`config.mk`:
```
export PLATFORM = sky130hd
export DESIGN_NAME = sw_handshake_sync
export DESIGN_NICKNAME = d
export VERILOG_FILES = /design/src/rtl/sw_handshake_sync.sv
export SDC_FILE = /design/constraint.sdc
export NUM_CORES = 1
export LEC_CHECK = 0
export CAP_MARGIN = 20
export CORE_ASPECT_RATIO = 0.6
export CORE_MARGIN = 2
export CORE_UTILIZATION = 35
export CTS_CLUSTER_DIAMETER = 30
export DETAILED_ROUTE_END_ITERATION = 8
export GPL_ROUTABILITY_DRIVEN = 0
export HOLD_SLACK_MARGIN = 0.1
export PLACE_DENSITY = 0.52
export SLEW_MARGIN = 40
export SYNTH_ARGS = -nofsm -noshare
export SYNTH_HDL_FRONTEND = slang
export SYNTH_SLANG_ARGS = --single-unit
```
`constraint.sdc`:
```
create_clock -name fastclk -period 3 [get_ports fastclk]
set_clock_uncertainty 0.2 [all_clocks]
set_input_delay 0.75 -clock fastclk [delete_from_list [all_inputs] [get_ports fastclk]]
set_output_delay 0.75 -clock fastclk [all_outputs]
set_load 0.01 [all_outputs]
```
`src/rtl/sw_handshake_sync.sv`:
```
// Switch input stage: synchronises and debounces the handshake switch, captures
// one data word per press and offers it to the core over a valid/ack handshake.
//
//   state   | meaning
//   IDLE    | armed, waiting for the debounced switch to be pressed
//   VALID   | word captured, waiting for the core to acknowledge it
//   RELEASE | word consumed, waiting for the switch to be released
module sw_handshake_sync #(
  parameter int DATA_W          = 8,
  parameter int DEBOUNCE_CYCLES = 500000
) (
  input  logic              fastclk,
  input  logic              n_reset,
  input  logic [DATA_W-1:0] sw_data,
  input  logic              sw_strobe,
  output logic [DATA_W-1:0] data_out,
  output logic              data_valid,
  input  logic              data_ack,
  output logic              sw_level,
  output logic              overrun
);

  localparam int CNT_W = $clog2(DEBOUNCE_CYCLES + 1);
  localparam logic [CNT_W-1:0] CNT_LAST = CNT_W'(DEBOUNCE_CYCLES - 1);

  typedef enum logic [1:0] {IDLE, VALID, RELEASE} state_t;

  logic              strobe_s1, strobe_s2;
  logic [DATA_W-1:0] data_s1, data_s2;
  logic [CNT_W-1:0]  cnt;
  logic              deb, deb_prev, rise;
  state_t            state;

  always_ff @(posedge fastclk or negedge n_reset) begin
    if (!n_reset) begin
      strobe_s1 <= 1'b0;
      strobe_s2 <= 1'b0;
      data_s1   <= '0;
      data_s2   <= '0;
    end else begin
      strobe_s1 <= sw_strobe;
      strobe_s2 <= strobe_s1;
      data_s1   <= sw_data;
      data_s2   <= data_s1;
    end
  end

  // Any cycle where the synchronised level agrees with deb restarts the count.
  always_ff @(posedge fastclk or negedge n_reset) begin
    if (!n_reset) begin
      cnt      <= '0;
      deb      <= 1'b0;
      deb_prev <= 1'b0;
    end else begin
      deb_prev <= deb;
      if (strobe_s2 == deb) begin
        cnt <= '0;
      end else if (cnt == CNT_LAST) begin
        deb <= strobe_s2;
        cnt <= '0;
      end else begin
        cnt <= cnt + CNT_W'(1);
      end
    end
  end

  assign rise     = deb & ~deb_prev;
  assign sw_level = deb;

  always_ff @(posedge fastclk or negedge n_reset) begin
    if (!n_reset) begin
      state      <= IDLE;
      data_out   <= '0;
      data_valid <= 1'b0;
      overrun    <= 1'b0;
    end else begin
      case (state)
        IDLE: begin
          if (deb) begin
            data_out   <= data_s2;
            data_valid <= 1'b1;
            state      <= VALID;
          end
        end
        VALID: begin
          // A fresh press before the ack is flagged but never overwrites the word.
          if (rise) overrun <= 1'b1;
          if (data_ack) begin
            data_valid <= 1'b0;
            state      <= RELEASE;
          end
        end
        RELEASE: begin
          if (!deb) state <= IDLE;
        end
        default: state <= IDLE;
      endcase
    end
  end

endmodule

```
# Word-level counts from Yosys, hierarchy flattened
# Index checks and enable logic that the tools add are counted.
# word_totals
register_bits,51
output_inout_bits,11
# classes
addsub,1
eq_ne,7
muxes,9
bitwise_logic,3
reduce_logical,7
# op_table
cell,count
$mux 19,2
$add 19x1->19 const B,1
$eq 19x19->1 const B,1
$mux 2,3
$ne 2x2->1 const B,3
$pmux 2 s3,1
$reduce_and 2->1,3
$reduce_and 3->1,2
$eq 2x1->1 const B,1
$eq 2x2->1 const B,1
$logic_not 2->1,1
$mux 1,2
$not 1->1,2
$pmux 1 s2,1
$reduce_bool 2->1,1
$and 1x1->1,1
$eq 1x1->1,1

# Logic depth before layout (Yosys ltp)
# logic_depth
ltp_word,3
ltp_mapped,7
ltp_nobuf,5

# Worst setup path after synthesis
# No wires, ideal clock.
# synth_path
path_kind,flip-flop to flip-flop
startpoint,register cnt[11]
endpoint,register cnt[5]
setup_ns,0.119
arrival_time_ns,1.872
required_time_ns,2.681
slack_ns,0.809
path_stages_with_launch,6
path_cell_list,dfrtp_1 or4b_1 or4_4 o21ai_4 buf_6 nor2_1
# synth_between
elab_chain_len,3
# synth_lines
element,line_no,text
"start, declared",30,logic [CNT_W-1:0] cnt;
"start signal, assigned",62,cnt <= cnt + CNT_W'(1);
$eq 19x19->1,58,end else if (cnt == CNT_LAST) begin
$mux 19,58,
$mux 19,56,if (strobe_s2 == deb) begin
# Every way passes these cells.
# A chain may end at the register's enable or synchronous reset.

# Final worst setup path
# layout_path
startpoint,register cnt[11]
endpoint,register cnt[3]
# The elaborated chain is that of the path after synthesis.

==> results.toml <==
[floorplan]
die_y_um = 61.7
row_count = 20
start_util_pct = 37.4
core_area_sq_mm = 0.00520
die_area_sq_mm = 0.00619
ioPinCount = 23
die-width_um = 100

[clocking]
clk_pin_slew_ns = 0.09
cts_root_buf = "clkbuf_8"
cts_sinks = 51
postCtsSetupBuffers = 0
htreeDepth = 2
cts_hold_buffers = 0
clockBufferDepth = 2
cts-resized-gates = 0
clock_latency_ns = 0.30
cts_tree = "done"
cts_buffers = 5

[cells_and_area]
multi_input_area_sq_um = 633
fillers = 473
num_antenna_cells = 0
fin_util_pct = 45.3
fin_nets = 193
syn_to_final_growth_pct = 21.2
regArea_sq_mm = 0.00128
drive_gt1_share_pct = 13.3

[pwr]
p_sw_uw = 262
p_seq_share_pct = 57.4
irDropWorstVdd_v = 0.000182
clkPwrFrac_pct = 39.2
p_leak_uw = 0.00101
power_density_mw_per_mm2 = 524
p_comb_share_pct = 3.4
p_int_uw = 972
switching_share_pct = 21.2

[global_routing]
grt_overflow_total = 0
grt_max_degree = 28
grt_use_total_pct = 13.0
antenna_found_initial = 0
grt_first_pass_wirelength_mm = 5.98
grt_pass1_vias = 1252

[yosys]
ys_types = 31
synth_edf_count = 0
async_flop_share_pct = 100
ys_warn_count = 0
synth-compound-area-share_pct = 5.79
yosys.area_share.simple_pct = 15.4
avgSynthCellArea_sq_um = 12.6
ys.flop_type = "dfrtp_1"
syn_nets = 167
yosysSeqAreaShare_pct = 65.6
synth_fa_ha_area_share_pct = 0.644
syn_area_sq_mm = 0.00194
ys_ff_latch = 51
syn_inst = 154
synth_top_family_by_area = "simple AND/OR/NAND/NOR gates"
synth-xor-area-share_pct = 5.41
synth.area.mux_share_pct = 5.21

[timing]
max_slew.worst_pin.slew_ns = 0.611
fmax_ghz = 0.416
fin_crit_sh_pct = 80.2
finalSetupViolations = 0
setup_slack_ns = 0.594
rsz0062_at_grt = "no"
relSlewSlack_pct = 59.3
drv_slew = 0
setup_tns_ns = 0
hold_viol_final = 0
min_period_ns = 2.41

[setup_path]
cp_max_fo = 19
arrival_ns = 2.38
start_kind = "flip-flop"
critical_path_class = "reg -> reg"
worst_ep_required_time_ns = 2.98
cp-end-kind = "flip-flop"

[drt]
drt-total-wl_mm = 3.34
route.vias.total = 1220
dr.first_iter.drc_count = 42
drtAntennaViolNets = 0
drcViolationCount = 0
wl_per_cell_um = 13.5
drt-pass1-iter-count = 4
vias_per_cell = 4.94

[worst_hold_path]
min_path_type = "reg -> reg"

[status]
status = "complete, no violations"

[placed_design]
place_hpwl_mm = 2.35
io_buffers = 22
dp_slack_ns = 0.593

[job]
cap_violations = 0
==> state kept, by name, indices dropped and copies added (netlist names), 2 cells and up <==
name	flops
cnt	19
data_out	8
data_s1	8
data_s2	8
state	2
==> synthesized netlist by cell type (2+ instances only) <==
cell type | count | area, sq um
and3_1 | 2 | 12.5
xnor2_1 | 5 | 43.8
or4_1 | 3 | 22.5
clkbuf_1 | 3 | 11.3
inv_1 | 4 | 15.0
nor2_1 | 17 | 63.8
o31ai_1 | 2 | 15.0
or3_1 | 4 | 25.0
nand3_1 | 4 | 20.0
a21oi_1 | 6 | 30.0
nor2b_1 | 2 | 12.5
nor3_1 | 2 | 10.0
nand2_1 | 8 | 30.0
dfrtp_1 | 51 | 1280
o21ai_0 | 7 | 35.0
nand4_1 | 5 | 31.3
mux2_2 | 9 | 101
xor2_1 | 7 | 61.3
==> cell type report <==
| type | instances | area share (%) |
|---|---|---|
| multi-input cells | 95 | 26.9 |
| flip-flops and latches | 51 | 54.1 |
| clock buffers | 5 | 2.92 |
| repair buffers | 23 | 9.98 |
| well taps | 66 | 3.50 |
| clock inverters | 3 | 1.96 |
| inverters | 4 | 0.637 |
==> layout by cell type (no fill, tap or decap), types with 4 or more instances in the layout <==
master,count
a21oi_1,6
clkbuf_8,5
clkdlybuf4s50_1,21
dfrtp_1,51
inv_1,4
mux2_2,9
nand2_1,8
nand3_1,4
nand4_1,5
nor2_1,17
o21ai_0,7
or3_1,4
xnor2_1,5
xor2_1,7
==> metal layers <==
metal  part of all wire (%)  up-vias  global-route usage [%]
li1                       -      587                       -
met1                     51      600                    18.4
met2                     42       26                    18.7
met3                    4.6        7                    3.69
met4                    1.9        0                    6.46
met5                      0        -                       0
==> power groups by stage <==
stage | logic (uW) | registers (uW) | clock network [uW]
6_report | 42.2 | 709 | 483
5_1_grt | 49.1 | 711 | 530
4_1_cts | 44.3 | 709 | 502
2_1_floorplan | 12.0 | 721 | 0
3_5_place_dp | 44.0 | 723 | 0
3_3_place_gp | 43.0 | 722 | 0
==> cells by family after synthesis <==
logic type               count (synthesis)
adder cells (fa/ha/maj)                  1
multiplexers                             9
AO/OA/AOI/OAI                           18
flip-flops                              51
buffers and inverters                    8
AND/OR/NAND/NOR                         55
XOR/XNOR                                12
==> through the flow <==
stage	cells	hold slack, ns	area (sq um)	power [uW]
after floorplan	154	0.131	1940	733
after global placement	239	0.131	2240	765
after detailed placement	239	0.142	2240	767
after CTS	247	0.164	2350	1250
after global routing	247	0.172	2360	1290
final	247	0.158	2360	1230
==> worst paths after layout <==
kind | start | endpoint | slack [ns] | depth (start not counted)
worst max-delay path | cnt[11]$_DFF_PN0_ | cnt[3]$_DFF_PN0_ | 0.59 | 4
worst min-delay path | data_s1[1]$_DFF_PN0_ | data_s2[1]$_DFF_PN0_ | 0.16 | 0
worst max register to register | cnt[11]$_DFF_PN0_ | cnt[3]$_DFF_PN0_ | 0.59 | 4
worst min register to register | data_s1[1]$_DFF_PN0_ | data_s2[1]$_DFF_PN0_ | 0.16 | 0
max in group asynchronous | n_reset | cnt[14]$_DFF_PN0_ | 1.81 | 2
min in group asynchronous | n_reset | cnt[2]$_DFF_PN0_ | 0.25 | 1
==> critical path, stage by stage (launching register included) <==
cell and delay (ns):
dfrtp_1 0.45, or4b_1 0.53, or4_4 0.55, o21ai_4 0.44
nor2_1 0.11
No activity file was read; power rests on OpenSTA's default activity.
